## src/rtl/memarb_pkg.sv

```systemverilog
// rtl/memarb_pkg.sv - shared owner encoding and defaults for the fetch/data memory arbiter
package memarb_pkg;

    typedef enum logic {
        OWN_IF = 1'b0,
        OWN_DM = 1'b1
    } owner_t;

    localparam int STREAK_MAX_DEF = 3;

endpackage

```

## src/rtl/memarb.sv

```systemverilog
// rtl/memarb.sv - single-port memory arbiter between instruction fetch and data access
// Data wins by default; fetch is forced through after STREAK_MAX consecutive data grants.
module memarb
    import memarb_pkg::*;
#(
    parameter int STREAK_MAX = STREAK_MAX_DEF,
    parameter int AW         = 16,
    parameter int DW         = 16
) (
    input  logic          clk,
    input  logic          reset,
    input  logic          if_req,
    input  logic [AW-1:0] if_adr,
    output logic          if_gnt,
    output logic          if_rvalid,
    output logic [DW-1:0] if_rdat,
    input  logic          dm_req,
    input  logic          dm_we,
    input  logic [AW-1:0] dm_adr,
    input  logic [DW-1:0] dm_wdat,
    output logic          dm_gnt,
    output logic          dm_rvalid,
    output logic [DW-1:0] dm_rdat,
    input  logic          halt,
    input  logic          flush,
    output logic          stall_if,
    output logic          stall_mem,
    output logic [AW-1:0] mem_adr,
    output logic          mem_we,
    output logic [DW-1:0] mem_wdat,
    input  logic [DW-1:0] mem_rdat
);

    localparam int            SW   = $clog2(STREAK_MAX + 1);
    localparam logic [SW-1:0] SMAX = SW'(STREAK_MAX);

    logic [SW-1:0] streak;
    logic          inflight;
    owner_t        owner;
    logic [AW-1:0] adr_q;
    logic [DW-1:0] wdat_q;
    logic          fetch_ok;
    logic          starve;

    assign fetch_ok = if_req && !halt;
    assign starve   = fetch_ok && (streak == SMAX);

    always_comb begin
        if_gnt = 1'b0;
        dm_gnt = 1'b0;
        if (!reset) begin
            dm_gnt = dm_req && !starve;
            if_gnt = fetch_ok && !dm_gnt;
        end
    end

    assign stall_if  = fetch_ok && !if_gnt;
    assign stall_mem = dm_req && !dm_gnt;

    // Address and write data hold their last granted value when idle.
    assign mem_adr  = if_gnt ? if_adr : (dm_gnt ? dm_adr : adr_q);
    assign mem_wdat = dm_gnt ? dm_wdat : wdat_q;
    assign mem_we   = dm_gnt && dm_we;

    assign if_rdat  = mem_rdat;
    assign dm_rdat  = mem_rdat;

    // Reset in the response cycle discards it; flush only squashes fetch data.
    assign if_rvalid = inflight && (owner == OWN_IF) && !flush && !reset;
    assign dm_rvalid = inflight && (owner == OWN_DM) && !reset;

    always_ff @(posedge clk) begin
        if (reset) begin
            streak   <= '0;
            inflight <= 1'b0;
            owner    <= OWN_IF;
            adr_q    <= '0;
            wdat_q   <= '0;
        end else begin
            if (!if_req || halt || if_gnt) begin
                streak <= '0;
            end else if (dm_gnt && streak != SMAX) begin
                streak <= streak + SW'(1);
            end
            inflight <= if_gnt || (dm_gnt && !dm_we);
            if (if_gnt || dm_gnt) begin
                owner <= if_gnt ? OWN_IF : OWN_DM;
            end
            adr_q  <= mem_adr;
            wdat_q <= mem_wdat;
        end
    end

endmodule

```

## config.mk

```make
export PLATFORM = sky130hd
export DESIGN_NAME = memarb
export DESIGN_NICKNAME = d
export VERILOG_FILES = /design/src/rtl/memarb_pkg.sv /design/src/rtl/memarb.sv
export SDC_FILE = /design/constraint.sdc
export NUM_CORES = 1
export LEC_CHECK = 0
export BUFFER_PORTS_ARGS = -buffer_cell sky130_fd_sc_hd__buf_4
export CAP_MARGIN = 20
export CORE_ASPECT_RATIO = 1.2
export CORE_MARGIN = 1.5
export CORE_UTILIZATION = 37
export DETAILED_ROUTE_END_ITERATION = 16
export PLACE_DENSITY = 0.75
export REMOVE_ABC_BUFFERS = 1
export SLEW_MARGIN = 20
export SYNTH_ARGS = -nofsm -noshare
export SYNTH_HDL_FRONTEND = slang
export SYNTH_SLANG_ARGS = --single-unit
```

## constraint.sdc

```tcl
create_clock -name clk -period 1.6 [get_ports clk]
set_input_delay 0.16 -clock clk [delete_from_list [all_inputs] [get_ports clk]]
set_output_delay 0.16 -clock clk [all_outputs]
set_load 0.1 [all_outputs]
```

; ---- Yosys cells after proc, flatten, opt, wreduce, memory -nomap -nowiden
; Cells that the tools add are included.
[classes]
add_sub_neg = 1
n_eq_ne = 2
n_mux = 6
n_bitwise = 1
reduce_logical = 28
[ops]
columns = op, count
row1 = 16-bit 2-to-1 mux, 3
row2 = 1-bit logical AND, 14
row3 = 1-bit zero test, 9
row4 = 1-bit logical OR, 4
row5 = 1-bit 2-to-1 mux, 3
row6 = "2-bit by 1-bit adder with 2-bit output, second input constant", 1
row7 = "2-bit == test, second input constant", 1
row8 = "2-bit inequality test, second input constant", 1
row9 = 2-bit OR reduction, 1
row10 = 1-bit inverter, 1
[totals]
regBits = 36
inputBits = 71
output_inout_bits = 71
wordCells = 43

; ---- Depth between registers and ports, before layout
; Gate-level depths: netlist of run 1.
[logic_depth]
word_depth = 10
ltp_mapped = 8
ltp_nobuf = 5

; ---- Worst setup path before layout of run 1
; Ideal clock, no wire load.
[synth_path]
path_type = flip-flop to output port
startpoint = reg owner
endpoint = out if_rvalid
arrival_time_ns = 3.448
t_required_ns = 1.440
setup_slack_ns = -2.008
path_stages_with_launch = 2
path_buffers = 0
path_cell_list = dfxtp_1 > nor4b_1
[synth_between]
elab_chain_cells = 4
[synth_lines]
columns = item, line_no
row1 = start: declaration, memarb.sv:39  ; owner_t owner;
row2 = start signal: assignment, memarb.sv:87  ; owner <= if_gnt ? OWN_IF : OWN_DM;
row3 = 1-bit inverter, memarb.sv:69  ; assign if_rvalid = inflight && (owner == OWN_IF) && !flush && !reset;
row4 = 1-bit logical AND (3 in series), memarb.sv:69
row5 = end: declaration, memarb.sv:15  ; output logic if_rvalid,
; No other way between the ends.

; ---- Worst setup path after layout of run 1
[layout_path]
startpoint = reg streak[0]
endpoint = out mem_adr[13]
[layout_between]
elab_chain_cells = 8
word_cells_on_any_way = 10
cone_classes = 1 x eq/ne / 4 x mux / 5 x reduce/logical
[layout_lines]
columns = item, line_no
row1 = start: declaration, memarb.sv:37  ; logic [SW-1:0] streak;
row2 = start signal: assignment, memarb.sv:83  ; streak <= streak + SW'(1);
row3 = 2-bit == test (*), memarb.sv:46  ; assign starve = fetch_ok && (streak == SMAX);
row4 = 1-bit logical AND (*), memarb.sv:46
row5 = 1-bit zero test (*), memarb.sv:52  ; dm_gnt = dm_req && !starve;
row6 = 1-bit logical AND (*), memarb.sv:52
row7 = 1-bit zero test, memarb.sv:53  ; if_gnt = fetch_ok && !dm_gnt;
row8 = 1-bit logical AND, memarb.sv:53
row9 = 1-bit 2-to-1 mux, memarb.sv:51  ; if (!reset) begin
row10 = 16-bit 2-to-1 mux (*), memarb.sv:61  ; assign mem_adr = if_gnt ? if_adr : (dm_gnt ? dm_adr : adr_q);
row11 = end: declaration, memarb.sv:28  ; output logic [AW-1:0] mem_adr,
; Mark *: on every way between the ends. The rest lies on a longest branch, timed or not.

==> flow_summary.ini, run 1 <==
[route]
drtAntennaViolNets = 0
drt_wl_total_um = 8480
vias_per_cell = 5.79
vias = 2419
drt_iter0_drc = 165
drc = 0
dr.pass1.iters = 4
drt-wirelength-per-cell_um = 20.3

[status]
status = complete, but fails checks
violations = negative setup slack

[final_layout]
antenna_cells = 0
drive_gt1_share_pct = 61.5
utilization_pct = 71.7
area_delta_synth_final_pct = 87.3
seq_area_um2 = 723
multi_input_area_mm2 = 0.00126
nets = 428
fill_cells = 359

[critical_path]
crit_required_ns = 1.44
start_kind = register
crit_fanout = 8
arrival_ns = 1.82
critical_path_class = register to primary output
cpPeakStageDelay_ns = 0.34
crit_path_cell_trace = ha_4 > nand3b_1 > buf_4 > clkbuf_16 > nand3_1 > a31oi_2 > buf_6
cpMaxStageDelayCell = dfxtp_2
endpoint_kind = primary output

[placement]
hpwl_um = 4950
routabilityCongestion = 0.749
port-buffer-count = 93
post-place-ws_ns = -0.193

[floorplan]
start_util_pct = 38.3
io_pins = 142
coreArea_mm2 = 0.00526
die_width_um = 70.4
fp.dieArea_mm2 = 0.00590
die_height_um = 83.9
rows = 29

[power]
p_sw_mw = 1.16
powerDensity_mw_per_mm2 = 781
clkPwrFrac_pct = 23.6
seq_power_share_pct = 32.8
power.internal_mw = 1.79
pwr-share-comb_pct = 43.6
swShare_pct = 39.4
leakage_nw = 1.60
power_mw = 2.95
ir_drop_mv = 0.554

[global_routing]
overflow = 0
grt_pass1_vias = 2443
grt_pass1_wl_um = 11700
grt_use_total_pct = 25.1
grt_max_degree = 28
antenna_found_initial = 0

[yosys]
postSynthRegisterBits = 36
syn-instance-count = 259
yosysWarnings = 0
synth_cell_types = 26
syn_area_per_cell_um2 = 7.78
synth_area_mm2 = 0.00202
ys_seq_area_share_pct = 35.8

[sta]
slew_headroom_pct = 68.3
finClkSkew_ns = 0.00766
period_share_pct = 124
tightest_slew_ns = 0.472
setup_viol = 38
max_clock_freq_mhz = 504
drv_slew = 0
grt_setup_unrepaired = true
setup_slack_ns = -0.384
final_hold_viol_count = 0
finalCriticalPeriod_ns = 1.98

[clock_network]
cts.sinks = 36
path_clk_slew_ns = 0.07
cts_hold_buf = 0
clk_latency_ns = 0.29
htreeDepth = 2
cts_tree = built
clk_path_buf_depth = 2
cts_buffers = 5
root_buffer = clkbuf_8

[hold_path]
hold_class = input pin to register

[job]
cap_violations = 0
## metal layers
metal  vias to the layer above  wire length, um  global-route usage, %
li1                       1110                -                      -
met1                      1145             3000                   26.5
met2                       140             4360                   42.4
met3                        24              884                   13.5
met4                         0              225                   6.82
met5                         -                0                   7.41
## power by group through the flow
stage	clock, mW	sequential [mW]	combinational, mW
3_3_place_gp	0	0.973	1.02
5_1_grt	0.756	0.970	1.33
2_1_floorplan	0	0.971	0.704
6_report	0.696	0.966	1.29
4_1_cts	0.700	0.961	1.21
3_5_place_dp	0	0.976	1.03
## synthesized netlist by cell type
library cell / number / share of area [%]
and3_1: 1 / 0.31
or2_1: 1 / 0.31
buf_2: 2 / 0.50
or3b_1: 1 / 0.43
nor2_1: 1 / 0.19
nand2b_1: 2 / 0.62
nor4bb_1: 1 / 0.50
clkbuf_1: 19 / 3.5
inv_1: 2 / 0.37
nor2b_1: 2 / 0.62
nor3b_1: 1 / 0.37
and2_1: 1 / 0.31
buf_4: 32 / 12
nand3_1: 32 / 7.9
a311oi_1: 16 / 7.0
nor4b_1: 1 / 0.43
dfxtp_1: 36 / 36
buf_6: 4 / 2.2
o21ai_0: 33 / 8.2
ha_1: 1 / 0.62
nor3_1: 16 / 4.0
nand3b_1: 2 / 0.74
and3b_1: 2 / 0.87
nand2_1: 18 / 3.4
a31oi_1: 16 / 5.0
a21oi_1: 16 / 4.0
## final cells by class
type	instances	share of cell area, %
inverters	2	0.464
clock buffers	7	2.55
flip-flops and latches	36	19.2
multi-input cells	164	33.3
repair buffers	147	42.4
well taps	62	2.06
## metrics by stage
| step | cells | setup TNS, ns | hold slack (ns) | instance area, um^2 |
|---|---|---|---|---|
| after floorplan | 202 | -58.57 | 0.229 | 1650 |
| after global placement | 398 | -2.39 | 0.321 | 2790 |
| after detailed placement | 398 | -3.48 | 0.321 | 2790 |
| after CTS | 408 | -8.97 | 0.0673 | 3440 |
| after global routing | 418 | -13.15 | 0.100 | 3770 |
| final | 418 | -10.49 | 0.0773 | 3770 |
## worst paths after layout
check	from	to	slack, ns	cells after the start
max	streak[0]$_SDFFE_PP0P_	mem_adr[13]	-0.38	7
min reg2reg	streak[0]$_SDFFE_PP0P_	streak[0]$_SDFFE_PP0P_	0.46	1
min	dm_we	inflight$_SDFF_PP0_	0.08	2
max reg2reg	streak[0]$_SDFFE_PP0P_	adr_q[13]$_SDFF_PP0_	-0.01	7
## placed cells by master, fill, tap and decap left out, types with 2 or more instances in the layout
master and n:
a21oi_1 16, a311oi_1 16, a31oi_1 6, a31oi_2 6, a31oi_4 4, buf_12 27, buf_4 93, buf_6 22
clkbuf_16 4, clkbuf_8 7, dfxtp_1 34, dfxtp_2 2, nand2_1 4, nand2_2 13, nand2b_1 2, nand3_1 15
nand3_2 16, nand3b_1 2, nor2b_2 2, nor3_1 16, o21ai_0 2, o21ai_1 18, o21ai_2 9, o21ai_4 4
## logic make-up (layout without fill, tap and decap cells)
kind of cell	Yosys count	in the layout	synth area share, %
buf+inv	59	156	18.6
flops	36	36	35.8
fa+ha+maj	1	1	0.621
simple gates	82	82	21.0
compound gates	81	81	24.1
## registers in the layout, indices dropped and copies added (netlist names)
register,count
adr_q,16
wdat_q,16
streak,2
owner,1
inflight,1
## repair_timing
action                     4_1_cts  5_1_grt
setup endpoints to repair       37       37
buffers inserted                 2        6
pin swaps                       20       10
gates resized for setup        163       41
cloned                           1        4
## critical path, delay by kind of cell (launching register included)
| family | cells | cell delay [ns] |
|---|---|---|
| flops | 1 | 0.34 |
| buf+inv | 3 | 0.54 |
| fa+ha+maj | 1 | 0.17 |
| simple gates | 2 | 0.25 |
| compound gates | 1 | 0.23 |
Power figures use the tool's default switching activity.
==> run 2, diff against run 1 <==
--- a/config.mk
+++ b/config.mk
@@ -11,6 +11,7 @@
 export CORE_MARGIN = 1.5
 export CORE_UTILIZATION = 37
 export DETAILED_ROUTE_END_ITERATION = 16
+export MAX_ROUTING_LAYER = met4
 export PLACE_DENSITY = 0.75
 export REMOVE_ABC_BUFFERS = 1
 export SLEW_MARGIN = 20
==> flow_summary.ini, run 2 (synthesized netlist as in run 1, its figures left out) <==
[sta]
drv_slew = 0
grt_setup_unrepaired = true
final_hold_viol_count = 0
slew_headroom_pct = 68.3
finalSetupTns_ns = -10.31
finalCriticalPeriod_ns = 1.97
tightest_slew_ns = 0.472
setup_viol = 37
finClkSkew_ns = 0.00390
setup_slack_ns = -0.367
max_clock_freq_mhz = 508
period_share_pct = 123

[clock_network]
cts.sinks = 36
cts_buffers = 5
cts_tree = built
root_buffer = clkbuf_8
clk_latency_ns = 0.28
cts_hold_buf = 0
path_clk_slew_ns = 0.07
clk_path_buf_depth = 2
htreeDepth = 2

[final_layout]
layout_common_cells = buf_4 (93), dfxtp_1 (34), buf_12 (26)
antenna_cells = 0
final_common_cell = buf_4
drive_gt1_share_pct = 61.2
area_delta_synth_final_pct = 85.7
nets = 428
finalNonFillerCells = 418
top_regs = adr_q x16, wdat_q x16, streak x2

[critical_path]
crit_path_cell_trace = ha_4 > nand3b_1 > buf_4 > clkbuf_16 > nand3_1 > a31oi_2 > buf_6
r2r_slack_ns = 0.03
cpMaxStageDelayCell = dfxtp_2
arrival_ns = 1.81
critical_path_class = register to primary output
crit_family = buffers and inverters
crit_fanout = 8
cpPeakStageDelay_ns = 0.34
start_kind = register
crit_buf_inv = 3
crit_required_ns = 1.44
endpoint_kind = primary output

[placement]
port-buffer-count = 93
numPlacedInstances = 398
routabilityCongestion = 0.758
post-place-ws_ns = -0.193
hpwl_um = 4950

[floorplan]
die_height_um = 83.9
rows = 29
coreArea_mm2 = 0.00526
die_width_um = 70.4
fp.dieArea_mm2 = 0.00590
start_util_pct = 38.3
io_pins = 142

[global_routing]
met1_usage_pct = 27.3
met2_usage_pct = 42.2
grt_pass1_vias = 2433
antenna_found_initial = 0
use_met3_pct = 13.0
overflow = 0
grt_max_degree = 28
grt_use_total_pct = 25.8
grt_pass1_wl_um = 11700
busiest_layer = met2

[route]
drt_wl_total_um = 8420
drt_iter0_drc = 98
vias = 2374
drc = 0
drt-wirelength-per-cell_um = 20.2
vias_per_cell = 5.68
dr.pass1.iters = 4
drtAntennaViolNets = 0

[status]
violations = negative setup slack
status = complete, but fails checks

[job]
cap_violations = 0

[hold_path]
hold_class = input pin to register

[power]
leakage_nw = 1.59
powerDensity_mw_per_mm2 = 782
ir_drop_mv = 0.529
run 2: changes by cell type in the layout (fill, tap and decap cells not counted):
cell | before | now
o21ai_1 | 18 | 17
nand3_4 | 1 | 0
buf_6 | 22 | 23
a31oi_2 | 6 | 7
buf_12 | 27 | 26
nand3_1 | 15 | 17
nand3_2 | 16 | 15
o21ai_2 | 9 | 10
a31oi_4 | 4 | 3
run 2: report_power, final:
group	switching, mW	internal, mW	leakage [nW]
registers	0.0207	0.945	0.296
logic	0.823	0.452	1.25
clock network	0.305	0.383	0.0503
total	1.15	1.78	1.59
run 2: per-layer routing:
metal	wire (um)	part of all wire, %
met1	3080	37
met2	4310	51
met3	831	9.9
met4	206	2.4
met5	0	0
run 2: final cells by class:
class                      instances  area [um^2]
sequential                        36          723
fill                             368         1520
clock buffer                       7         96.3
timing repair buffer             147         1590
inverter                           2         17.5
tap                               62         77.6
multi-input combinational        164         1240
run 2: worst paths after layout:
kind | startpoint | to | cells after the start
worst max-delay path | streak[0]$_SDFFE_PP0P_ | mem_adr[13] | 7
worst min-delay path | dm_we | inflight$_SDFF_PP0_ | 2
worst max register to register | streak[0]$_SDFFE_PP0P_ | adr_q[13]$_SDFF_PP0_ | 7
worst min register to register | streak[0]$_SDFFE_PP0P_ | streak[0]$_SDFFE_PP0P_ | 1
run 2: repair_timing:
item                       4_1_cts  5_1_grt
setup buffers                    2        6
hold endpoints to repair         0        0
cloned                           1        4
pin swaps                       20       12
resized for setup              163       36
setup endpoints to repair       37       37
run 2: per-stage QoR:
stage,util [%],hold slack [ns],area (um^2),power [mW]
global placement,52.9,0.321,2790,2.00
CTS,65.4,0.0673,3440,2.87
finish,71.2,0.0787,3740,2.93
detailed placement,52.9,0.321,2790,2.00
global route,71.2,0.100,3740,3.04
floorplan,-,0.229,1650,1.68
==> run 3, diff against run 2 <==
--- a/config.mk
+++ b/config.mk
@@ -5,6 +5,7 @@
 export SDC_FILE = /design/constraint.sdc
 export NUM_CORES = 1
 export LEC_CHECK = 0
+export ABC_AREA = 1
 export BUFFER_PORTS_ARGS = -buffer_cell sky130_fd_sc_hd__buf_4
 export CAP_MARGIN = 20
 export CORE_ASPECT_RATIO = 1.2
==> flow_summary.ini, run 3 <==
[sta]
finalCriticalPeriod_ns = 1.94
grt_setup_unrepaired = true
tightest_slew_ns = 0.327
final_hold_viol_count = 0
finClkSkew_ns = 0.00759
slew_headroom_pct = 78.2
period_share_pct = 122
drv_slew = 0
setup_slack_ns = -0.344
setup_viol = 39
max_clock_freq_mhz = 514

[yosys]
ys_top_cells_by_count = inv_1 (52), nand2_1 (52), nor2_1 (37)
yosysWarnings = 0
syn-instance-count = 303
syn_area_per_cell_um2 = 6.75
async_flop_share_pct = 0
synth_top_area_share_pct = 35.2
synth_cell_types = 24
synth_area_leader_cell = dfxtp_1
synth_edf_count = 0
postSynthRegisterBits = 36
synth_flop_cell = dfxtp_1
synthTopCellsByArea = dfxtp_1 (35%), buf_4 (13%), inv_1 (9.5%), nand2_1 (9.5%), nor2_1 (6.8%)
synth_area_mm2 = 0.00205
ys_seq_area_share_pct = 35.2

[power]
leakage_nw = 1.79
pwr-share-comb_pct = 45.0
seq_power_share_pct = 30.6
powerDensity_mw_per_mm2 = 950
ir_drop_mv = 0.538
clkPwrFrac_pct = 24.4
p_sw_mw = 1.24
swShare_pct = 39.3
power.internal_mw = 1.92

[route]
drtAntennaViolNets = 0
drt_wl_total_um = 6350
dr.pass1.iters = 4
drc = 0
drt-wirelength-per-cell_um = 13.9
vias_per_cell = 4.80
vias = 2190
drt_iter0_drc = 63

[floorplan]
start_util_pct = 38.6
coreArea_mm2 = 0.00530
die_width_um = 70.9
rows = 29
die_height_um = 84.5
fp.dieArea_mm2 = 0.00599
io_pins = 142

[placement]
routabilityCongestion = 0.708
port-buffer-count = 93
hpwl_um = 3930
placed_area_mm2 = 0.00271

[global_routing]
overflow = 0
grt_use_total_pct = 21.3
grt_pass1_vias = 2189
grt_max_degree = 32
antenna_found_initial = 0
grt_pass1_wl_um = 9920

[job]
cap_violations = 0

[final_layout]
antenna_cells = 0
fill_cells = 458
area_delta_synth_final_pct = 62.6
design_area_mm2 = 0.00333
top_regs = adr_q x16, wdat_q x16, streak x2
layout_common_cells = buf_4 (85), nand2_1 (51), inv_1 (44)
final_common_cell = buf_4
drive_gt1_share_pct = 40.9
nets = 465
utilization_pct = 62.8

[clock_network]
cts_tree = built
cts_buffers = 5
htreeDepth = 2
cts_hold_buf = 0
root_buffer = clkbuf_8
path_clk_slew_ns = 0.07
cts.sinks = 36
clk_path_buf_depth = 2
clk_latency_ns = 0.28

[critical_path]
start_kind = register
reg2reg_depth = 13
endpoint_kind = primary output
crit_start = streak[0]$_SDFFE_PP0P_
regToRegEndpoint = adr_q[4]$_SDFF_PP0_
cpMaxStageDelayCell = dfxtp_2
r2r_slack_ns = -0.29
crit_required_ns = 1.44
cpPeakStageDelay_ns = 0.35
crit_path_cell_trace = ha_4 > nand3_4 > nand2_4 > nand2_4 > buf_12 > or2_0 > nand2_1 > inv_2 > buf_12
arrival_ns = 1.78
critical_path_class = register to primary output
crit_fanout = 15
r2r-start = streak[0]$_SDFFE_PP0P_

[hold_path]
holdPathEnd = inflight$_SDFF_PP0_
hold_start = dm_we
hold_depth = 2
hold_class = input pin to register

[status]
status = complete, but fails checks
violations = negative setup slack
-- run 3: kinds of logic (layout without fill, tap and decap cells) --
| logic type | after synthesis | after routing | synth area share, % |
|---|---|---|---|
| flip-flops | 36 | 36 | 35.2 |
| AND/OR/NAND/NOR | 145 | 145 | 33.0 |
| buffers and inverters | 103 | 194 | 26.5 |
| adder cells (fa/ha/maj) | 1 | 1 | 0.612 |
| XOR/XNOR | 1 | 1 | 0.428 |
| AO/OA/AOI/OAI | 17 | 17 | 4.16 |
-- run 3: worst max-delay path, delay by kind of cell (launching register included) --
kind                       cells  cell delay (ns)
and+or+nand+nor                5             0.60
buffers and inverters          3             0.39
DFF                            1             0.35
adders and majority gates      1             0.14
-- run 3: worst max-delay path by stage --
stage	slack [ns]	endpoint
6_report	-0.34	mem_adr[2]
5_1_grt	-0.45	mem_adr[2]
4_1_cts	-0.28	mem_adr[5]
3_5_place_dp	-0.06	mem_adr[11]
3_3_place_gp	-0.02	mem_adr[0]
2_1_floorplan	-1.80	if_rvalid
-- run 3: cell type report --
cell class | instances | area (um^2) | share of cell area (%)
timing repair buffer | 131 | 1380 | 41.3
clock buffer | 6 | 72.6 | 2.18
sequential | 36 | 723 | 21.7
inverter | 55 | 214 | 6.43
tap | 62 | 77.6 | 2.33
clock inverter | 2 | 35.0 | 1.05
multi-input combinational | 164 | 830 | 24.9
-- run 3: timing repair --
item / 4_1_cts / 5_1_grt
gates cloned: 2 / 0
pin swaps: 5 / 10
resized for setup: 74 / 29
buffers inserted: 8 / 4
setup endpoints to repair: 37 / 40
-- run 3: power groups by stage --
stage | registers, mW | logic [mW] | clock network (mW)
after floorplan | 0.984 | 0.813 | 0
after CTS | 0.968 | 1.34 | 0.803
final | 0.969 | 1.42 | 0.772
after global placement | 0.986 | 1.16 | 0
after global routing | 0.974 | 1.49 | 0.840
after detailed placement | 0.987 | 1.17 | 0
-- run 3: stage by stage --
stage	worst slack [ns]	cells	power (mW)	TNS (ns)	hold slack, ns
2_1_floorplan	-1.80	255	1.80	-38.09	0.232
3_3_place_gp	-0.0224	434	2.15	-0.0774	0.321
3_5_place_dp	-0.0604	434	2.16	-0.911	0.321
4_1_cts	-0.276	452	3.11	-8.79	0.0769
5_1_grt	-0.450	456	3.30	-13.32	0.0736
6_report	-0.344	456	3.16	-8.94	0.0876
-- run 3: per-layer routing --
layer	track usage, %	part of all wire, %
met2	33.0	48
met5	-	0
met1	23.5	38
met3	11.5	12
met4	6.86	1.8
